--- src/rtl/bpu_gshare.sv ---
// Fetch-stage branch predictor: static / bimodal / gshare direction, J/B immediate targets, tagged BTB for JALR.
// Lookup is combinational (0 cycles); PHT, BTB and GHR updates land on the next rising edge with no bypass.
module bpu_gshare #(
  parameter int         MODE      = 2,
  parameter int         PHT_IDX_W = 6,
  parameter int         GHR_W     = 6,
  parameter int         BTB_IDX_W = 4,
  parameter int         TAG_W     = 8,
  parameter logic [1:0] CTR_INIT  = 2'b10
) (
  input  logic             clk,
  input  logic             rst,
  input  logic [31:0]      inst_i,
  input  logic [31:0]      inst_addr_i,
  input  logic             pred_fire_i,
  output logic             bp_result_o,
  output logic [31:0]      bp_jump_addr_o,
  output logic [GHR_W-1:0] bp_ghr_o,
  input  logic             upd_valid_i,
  input  logic [31:0]      upd_addr_i,
  input  logic             upd_is_cond_i,
  input  logic             upd_is_jalr_i,
  input  logic             upd_taken_i,
  input  logic [31:0]      upd_target_i,
  input  logic             upd_mispredict_i,
  input  logic [GHR_W-1:0] upd_ghr_i
);
  localparam int         PHT_N   = 1 << PHT_IDX_W;
  localparam int         BTB_N   = 1 << BTB_IDX_W;
  localparam bit         STATIC  = (MODE == 0);
  localparam bit         GSHARE  = (MODE >= 2);
  localparam logic [6:0] OP_JAL  = 7'b1101111;
  localparam logic [6:0] OP_BR   = 7'b1100011;
  localparam logic [6:0] OP_JALR = 7'b1100111;

  logic [1:0]       r_pht     [PHT_N];
  logic [BTB_N-1:0] r_btb_vld;
  logic [TAG_W-1:0] r_btb_tag [BTB_N];
  logic [31:0]      r_btb_tgt [BTB_N];
  logic [GHR_W-1:0] r_ghr;

  logic                 w_is_jal, w_is_br, w_is_jalr;
  logic [31:0]          w_j_imm, w_b_imm;
  logic [PHT_IDX_W-1:0] w_pht_idx, w_upd_pidx;
  logic [1:0]           w_ctr, w_upd_ctr;
  logic                 w_br_taken;
  logic [BTB_IDX_W-1:0] w_btb_idx, w_upd_bidx;
  logic [TAG_W-1:0]     w_btb_tag, w_upd_btag;
  logic                 w_btb_hit;
  logic                 w_upd_cond, w_upd_jalr;
  logic [GHR_W-1:0]     w_ghr_rec, w_ghr_spec;
  logic                 w_unused;

  assign w_is_jal  = (inst_i[6:0] == OP_JAL);
  assign w_is_br   = (inst_i[6:0] == OP_BR);
  assign w_is_jalr = (inst_i[6:0] == OP_JALR);
  assign w_j_imm   = {{12{inst_i[31]}}, inst_i[19:12], inst_i[20], inst_i[30:21], 1'b0};
  assign w_b_imm   = {{20{inst_i[31]}}, inst_i[7], inst_i[30:25], inst_i[11:8], 1'b0};

  // History is zero-extended into the low index bits before the XOR.
  assign w_pht_idx  = inst_addr_i[PHT_IDX_W+1:2] ^ (GSHARE ? PHT_IDX_W'(r_ghr) : '0);
  assign w_ctr      = r_pht[w_pht_idx];
  assign w_br_taken = STATIC ? inst_i[31] : w_ctr[1];

  assign w_btb_idx = inst_addr_i[BTB_IDX_W+1:2];
  assign w_btb_tag = inst_addr_i[BTB_IDX_W+TAG_W+1:BTB_IDX_W+2];
  assign w_btb_hit = r_btb_vld[w_btb_idx] && (r_btb_tag[w_btb_idx] == w_btb_tag);

  always_comb begin
    bp_result_o    = 1'b0;
    bp_jump_addr_o = 32'h0;
    if (!rst) begin
      if (w_is_jal) begin
        bp_result_o    = 1'b1;
        bp_jump_addr_o = inst_addr_i + w_j_imm;
      end else if (w_is_br) begin
        bp_result_o    = w_br_taken;
        bp_jump_addr_o = w_br_taken ? inst_addr_i + w_b_imm : 32'h0;
      end else if (w_is_jalr && w_btb_hit) begin
        bp_result_o    = 1'b1;
        bp_jump_addr_o = r_btb_tgt[w_btb_idx];
      end
    end
  end

  assign bp_ghr_o = rst ? '0 : r_ghr;

  assign w_upd_cond = upd_valid_i & upd_is_cond_i;
  assign w_upd_jalr = upd_valid_i & upd_is_jalr_i;
  assign w_upd_pidx = upd_addr_i[PHT_IDX_W+1:2] ^ (GSHARE ? PHT_IDX_W'(upd_ghr_i) : '0);
  assign w_upd_ctr  = r_pht[w_upd_pidx];
  assign w_upd_bidx = upd_addr_i[BTB_IDX_W+1:2];
  assign w_upd_btag = upd_addr_i[BTB_IDX_W+TAG_W+1:BTB_IDX_W+2];
  // Truncating casts keep the shift legal when GHR_W is 1.
  assign w_ghr_rec  = GHR_W'({upd_ghr_i, upd_taken_i});
  assign w_ghr_spec = GHR_W'({r_ghr, bp_result_o});

  always_ff @(posedge clk) begin
    if (rst) begin
      for (int i = 0; i < PHT_N; i++) r_pht[i] <= CTR_INIT;
      r_btb_vld <= '0;
      r_ghr     <= '0;
    end else begin
      if (w_upd_cond) begin
        if (upd_taken_i && w_upd_ctr != 2'b11)
          r_pht[w_upd_pidx] <= w_upd_ctr + 2'd1;
        else if (!upd_taken_i && w_upd_ctr != 2'b00)
          r_pht[w_upd_pidx] <= w_upd_ctr - 2'd1;
      end
      if (w_upd_jalr) begin
        r_btb_vld[w_upd_bidx] <= 1'b1;
        r_btb_tag[w_upd_bidx] <= w_upd_btag;
        r_btb_tgt[w_upd_bidx] <= upd_target_i;
      end
      // Mispredict recovery wins over the speculative shift of a flushed fetch.
      if (w_upd_cond && upd_mispredict_i)
        r_ghr <= w_ghr_rec;
      else if (pred_fire_i && w_is_br)
        r_ghr <= w_ghr_spec;
    end
  end

  assign w_unused = ^{upd_addr_i, w_ctr[0]};
endmodule

--- config.mk ---
export PLATFORM = sky130hd
export DESIGN_NAME = bpu_gshare
export DESIGN_NICKNAME = d
export VERILOG_FILES = /design/src/rtl/bpu_gshare.sv
export SDC_FILE = /design/constraint.sdc
export NUM_CORES = 1
export LEC_CHECK = 0
export CAP_MARGIN = 20
export CORE_MARGIN = 2
export CORE_UTILIZATION = 64
export CTS_CLUSTER_SIZE = 28
export DETAILED_ROUTE_END_ITERATION = 8
export HOLD_SLACK_MARGIN = 0.06
export PLACE_DENSITY = 0.85
export SLEW_MARGIN = 20
export SYNTH_ARGS = -nofsm -noshare
export SYNTH_HDL_FRONTEND = slang
export SYNTH_SLANG_ARGS = --single-unit
export TNS_END_PERCENT = 50
--- constraint.sdc ---
create_clock -name clk -period 12.09 [get_ports clk]
set_clock_uncertainty 0.1 [all_clocks]
set_input_delay 3.627 -clock clk [delete_from_list [all_inputs] [get_ports clk]]
set_output_delay 3.627 -clock clk [all_outputs]
set_load 0.005 [all_outputs]
======== Word level (Yosys, flattened, before mapping) ========
Memories as Yosys holds them, arrays and structs flattened.
Cells that the tools add are included.
storage, ports and cells
  flip-flop bits (word level) ............. 22
  memory bits (writable) .................. 768
  input bits .............................. 142
  output and inout port bits .............. 39
  word-level logic and storage cells ...... 68
  memories ................................ 3
memory list
  name       depth  bits a word  read ports  clocked after Yosys merged registers in  wr ports  line  RTL
  r_btb_tgt  16     32           1           0                                        1         39    logic [31:0] r_btb_tgt [BTB_N];
  r_btb_tag  16     8            1           0                                        1         38    logic [TAG_W-1:0] r_btb_tag [BTB_N];
  r_pht      64     2            2           0                                        64        36    logic [1:0] r_pht [PHT_N];
operators by class
  add/sub/neg operators ................... 4
  $lt $le $gt $ge ......................... 3
  equal/unequal tests ..................... 5
  multiplexer cells ....................... 34
  bitwise operators ....................... 6
  reductions and logical operators ........ 11
operators by type and width
  cell                                                                                  number
  32-bit 2-to-1 mux                                                                     5
  32-bit adder                                                                          2
  6-bit 2-to-1 mux                                                                      4
  7-bit == test (second input constant)                                                 3
  1-bit 2-to-1 mux                                                                      21
  16-bit OR                                                                             1
  6-bit XOR                                                                             2
  4-bit by 5-bit less-than comparator with 1-bit output (second input constant)         2
  8-bit == test                                                                         1
  1-bit logical AND                                                                     7
  1-bit binary-select mux with 4-bit select                                             1
  1-bit demux with 4-bit select                                                         1
  4-bit by 1-bit greater-or-equal comparator with 1-bit output (second input constant)  1
  2-bit 2-to-1 mux                                                                      2
  2-bit nonzero test                                                                    2
  2-bit by 1-bit adder with 2-bit output (second input constant)                        1
  1-bit AND                                                                             2
  2-bit != test (second input constant)                                                 1
  2-bit OR reduction                                                                    1
  2-bit by 1-bit subtractor with 2-bit output (second input constant)                   1
  1-bit zero test                                                                       1
  1-bit OR                                                                              1

======== Logic depth before layout (Yosys ltp) ========
An unclocked memory read counts as a cell.
  depth after elaboration ................. 12
  depth in mapped cells ................... 14
  gate-level depth less buffers ........... 11

======== Worst setup path before layout ========
Ideal clock, no wire load.
  kind .................................... in2out
  start point ............................. input port inst_addr_i[2]
  end point ............................... output port bp_jump_addr_o[14]
  arrival ................................. 6.483 ns
  data required time ...................... 8.363 ns
  setup slack ............................. 1.880 ns
  stages on the path ...................... 9
  buffers on the path ..................... 5
  cell sequence ........................... buf_2 -> buf_2 -> buf_2 -> buf_2 -> buf_1 -> mux4_2 -> mux4_2 -> a22oi_1 -> a21oi_1
between the ends
  word-level cells in the longest chain between the ends .. 8
  elaborated cells between the ends (all ways) .. 16
  those cells by class .................... 2 x add/sub; 1 x eq/ne; 7 x mux; 1 x bitwise; 2 x reduce/logical; 3 x memory
ends and longest elaborated chain
  item                                                                            line  RTL
  start: declaration                                                              14    input logic [31:0] inst_addr_i,
  memory 16 x 8 bit or 1-bit binary-select mux with 4-bit select (tied branches)  n/a
  8-bit == test or 1-bit 2-to-1 mux (tied branches)                               67    assign w_btb_hit = r_btb_vld[w_btb_idx] && (r_btb_tag[w_btb_idx] == w_btb_tag);
  1-bit logical AND                                                               67
  1-bit logical AND                                                               79    end else if (w_is_jalr && w_btb_hit) begin
  32-bit 2-to-1 mux                                                               79
  32-bit 2-to-1 mux                                                               76    end else if (w_is_br) begin
  32-bit 2-to-1 mux *                                                             73    if (w_is_jal) begin
  32-bit 2-to-1 mux *                                                             72    if (!rst) begin
  end: declaration                                                                17    output logic [31:0] bp_jump_addr_o,
Mark *: on every way between the ends. The rest lies on a longest branch, timed or not. The select of a mux whose other input is x is not followed.

======== Final worst setup path ========
  start point ............................. input port inst_addr_i[7]
  end point ............................... output port bp_jump_addr_o[26]
between the ends
  word-level cells in the longest chain between the ends .. 7
  elaborated cells between the ends (all ways) .. 12
  those cells by class .................... 2 x add/sub; 1 x eq/ne; 5 x mux; 1 x bitwise; 2 x reduce/logical; 1 x memory
ends and longest elaborated chain
  item                                                                  line
  parallel branches: the longest is 5 deep, another holds 32-bit adder  n/a
  32-bit 2-to-1 mux *                                                   73
  32-bit 2-to-1 mux *                                                   72
Mark *: on every way between the ends.

==> reports/qor_table.md <==
| Item | Value |
|:---|:---|
| Outcome | completed |
| Min Tclk post-route | 12.00 ns |
| Global route hottest layer | met2 |
| Number of buffers created by CTS | 79 |
| Count of final setup violators | 0 |
| Total number of yosys warnings | 0 |
| Power per cell area | 151 mW/mm² |
| Maximum fanout along the worst path | 8 |
| Type of the most critical hold path | reg2reg |
| Initial antenna violation count | 7 |
| Cell type of the slowest stage on the worst timing path | sky130_fd_sc_hd__a211oi_1 |
| Relative contribution of sequential cells to total power | 49.1% |
| Asr flop ratio synth | 0% |
| Part of the Yosys area used for sequential elements | 65.6% |
| Maximum ir drop on the vdd rail | 0.000201 V |
| Grt ovf | 0 |
| Top-area cell type share of the netlist area | 64.4% |
| Synthesis-stage register bit count | 790 |
| GR Util All Layers | 35.8% |
| First-pass GRT wire length | 148,000 µm |
| Largest cells by area after synthesis | sky130_fd_sc_hd__edfxtp_1 64%, sky130_fd_sc_hd__mux4_2 13%, sky130_fd_sc_hd__ha_1 1.5% |
| WP data arrival | 8.27 ns |
| I/O pin count | 181 |
| Leakage dissipation | 13.0 nW |
| Clock root buffer | sky130_fd_sc_hd__clkbuf_16 |
| # nets final | 2,546 |
| Pin count of the biggest net entering global routing | 68 |
| Final TNS setup | 0 ns |
| Worst path bufs/invs | 3 |
| Share of power burned in the clock network | 41.1% |
| Final weighted congestion of routability-driven global placement | 0.981 |
| RSZ-0062 raised after global routing | no |
| Post-CTS Hold Fix Bufs | 0 |
| Slew HR | 26.5% |
| H-tree levels | 3 |
| Setup slack after layout | 0.0881 ns |
| Number of DRC violations after detailed routing | 0 |
| Y dimension of the die | 241 µm |
| Cts repair resizes | 0 |
| Number of enable flip-flop cells after synthesis | 768 |
| Worst setup slack after placement | 0.334 ns |
| Data required, critical path | 8.36 ns |
| TritonCTS clock tree | built |
| Estimated wirelength of the detail-placed design | 57,900 µm |
| Worst-skew pair later-pin latency | 0.64 ns |
| Cell count of the worst reg-to-reg path | 9 |
| Ys flop type | sky130_fd_sc_hd__edfxtp_1 |
| Synthesized area per cell | 16.3 µm² |
| IO buf count | 160 |
| Cells after Synth | 2,197 |
| Met1 routing resource usage after global routing | 44.9% |
| Routing usage on met2 | 58.5% |
| Number of buffers on the longest clock path | 3 |
| Hold Violations, Final | 0 |
| Layout cells sized above 1 | 19.8% |
| Number of vias per cell after detailed routing | 7.21 |
| Startpoint kind of the worst setup timing path | primary input |
| Internal Pwr Total | 4.73 mW |
| Antenna viol nets, final | 0 |
| Hold path depth | 2 |
| Pins Over Slew Limit | 0 |
| Cell taking the most area after synthesis | sky130_fd_sc_hd__edfxtp_1 |
| Vias after detailed routing | 22,866 |
| Library cell with the highest instance count after synthesis | sky130_fd_sc_hd__edfxtp_1 |
| Total Die Area | 0.0579 mm² |
| Switching component of the power | 1.45 mW |
| Largest delay share family, worst path | compound AO/OA/AOI/OAI gates |
| Area Overhead vs Synth | 14.5% |
| Register clock-pin slew on the reported worst setup and hold paths | 0.06 ns |
| Routed Wire Length | 102,000 µm |
| Met3 capacity usage during global routing | 8.52% |
| Starting Density | 64.9% |
| Worst path cell trace | clkdlybuf4s50_1 -> ha_1 -> a21oi_1 -> o21ai_0 -> a2111oi_0 -> buf_4 -> o31a_1 -> o21ai_0 -> o311ai_0 -> a211oi_1 -> clkdlybuf4s50_1 |
| Largest incremental delay on the critical path | 0.68 ns |
| Number of design-rule violations left by the first detailed-router iteration | 3,386 |
| Post-route fraction of the period consumed by the critical path | 99.3% |
| Worst path depth | 11 |
| Minimum hold slack | 0.377 ns |
| TritonRoute pass-1 iters | 6 |
| Kind of critical path | in2out |
| Core region area | 0.0552 mm² |
| Floorplan die width | 241 µm |
| Worst slew pin tran | 1.10 ns |
| Max-cap violations | 0 |
| Via count of the first global-routing pass | 22,884 |
| Most instantiated cells after synthesis | 768 x sky130_fd_sc_hd__edfxtp_1, 205 x sky130_fd_sc_hd__mux4_2, 139 x sky130_fd_sc_hd__nor2_1, 102 x sky130_fd_sc_hd__nand2_1, 81 x sky130_fd_sc_hd__clkbuf_1 |
| Switching share of power | 23.5% |
| Category of the worst setup path capture point | primary output |
| Comb pwr share | 9.8% |
| # Post-CTS Setup Buffers | 0 |
| Post-Synthesis Net Count | 2,384 |
| Number of standard-cell rows in the floorplan | 86 |
| Netlist Area Pre-Place | 0.0358 mm² |
| Clock Sink Count | 790 |
| Number of library cell types mapped by synthesis | 74 |
| Peak Freq | 83.3 MHz |
| Routed length per instance | 32.1 µm |
registers in the layout, summed over array words and instances (netlist names):
| register | flops |
|---|---|
| r_btb_tag | 128 |
| r_btb_tgt | 512 |
| r_btb_vld | 16 |
| r_ghr | 6 |
| r_pht | 128 |
cells by family after synthesis:
logic type,after synthesis,synth area share (%)
simple gates,471,7.06
mux,243,14.0
flops,790,65.6
buf+inv,180,2.30
fa+ha+maj,45,1.61
compound gates,388,7.45
xor+xnor,80,2.02
metal layers:
metal / wire, µm / share of wire (%)
met1: 33900 / 33
met2: 49800 / 49
met3: 11800 / 12
met4: 6120 / 6.0
met5: 55 / 0.054
cells in the final DEF (no fill, tap or decap), drive strengths merged, types with 6 or more instances in the layout:
master         netlist  routed
nand2              102     102
a21oi               75      75
a21o                46      46
or4                  6       6
dfxtp               22      22
nor4                22      22
edfxtp             768     768
and3                10      10
o41ai                6       6
o21bai               8       8
mux4               205     205
nand3               84      84
clkdlybuf4s50        0     155
a31oi               14      14
nor3                35      35
bufinv               0      11
nand2b              12      12
nor2b               18      18
clkinv               0      28
clkbuf              81      99
o31ai                9       9
o22ai               75      75
inv                 33      36
and4                 6       6
ha                  43      43
and2                11      11
xor2                30      30
o21ai               29      29
mux2i               36      36
a31o                50      50
nor2               139     139
a22oi               17      17
xnor2               50      50
buf                 66      73
a211oi              15      15
through the flow:
stage	utilization, %	area [µm²]	std cells	total power, mW
5_1_grt	74.3	41000	3169	6.31
3_3_place_gp	69.4	38300	3026	3.65
3_5_place_dp	69.4	38300	3026	3.67
6_report	74.3	41000	3171	6.18
2_1_floorplan	-	35800	2197	3.47
4_1_cts	74.3	41000	3167	6.18
final cells by class:
class | instances | area, µm²
antenna | 4 | 10.0
clock buffer | 99 | 2080
clock inverter | 42 | 583
fill | 3124 | 14200
inverter | 33 | 124
multi-input combinational | 1227 | 11700
sequential | 790 | 23500
tap | 748 | 936
timing repair buffer | 228 | 2110
tightest hold or removal path, cell delays in order, from the launching register on:
cell	delay, ns
sky130_fd_sc_hd__dfxtp_1	0.31
sky130_fd_sc_hd__inv_1	0.05
sky130_fd_sc_hd__o22ai_1	0.07
power groups by stage:
stage | Sequential (mW) | Combinational [mW] | Clock (mW)
after floorplan | 3.09 | 0.386 | 0
after global placement | 3.09 | 0.565 | 0
after detailed placement | 3.09 | 0.582 | 0
after CTS | 3.03 | 0.591 | 2.55
after global routing | 3.04 | 0.635 | 2.64
final | 3.04 | 0.604 | 2.54
worst paths after layout:
path,from,slack [ns],endpoint
worst max register to register,r_pht[17][0],7.96,r_pht[33][1]
worst min-delay path,r_btb_vld[8],0.38,r_btb_vld[8]
worst min register to register,r_btb_vld[8],0.38,r_btb_vld[8]
worst max-delay path,inst_addr_i[7],0.09,bp_jump_addr_o[26]
Power figures use the tool's default switching activity.
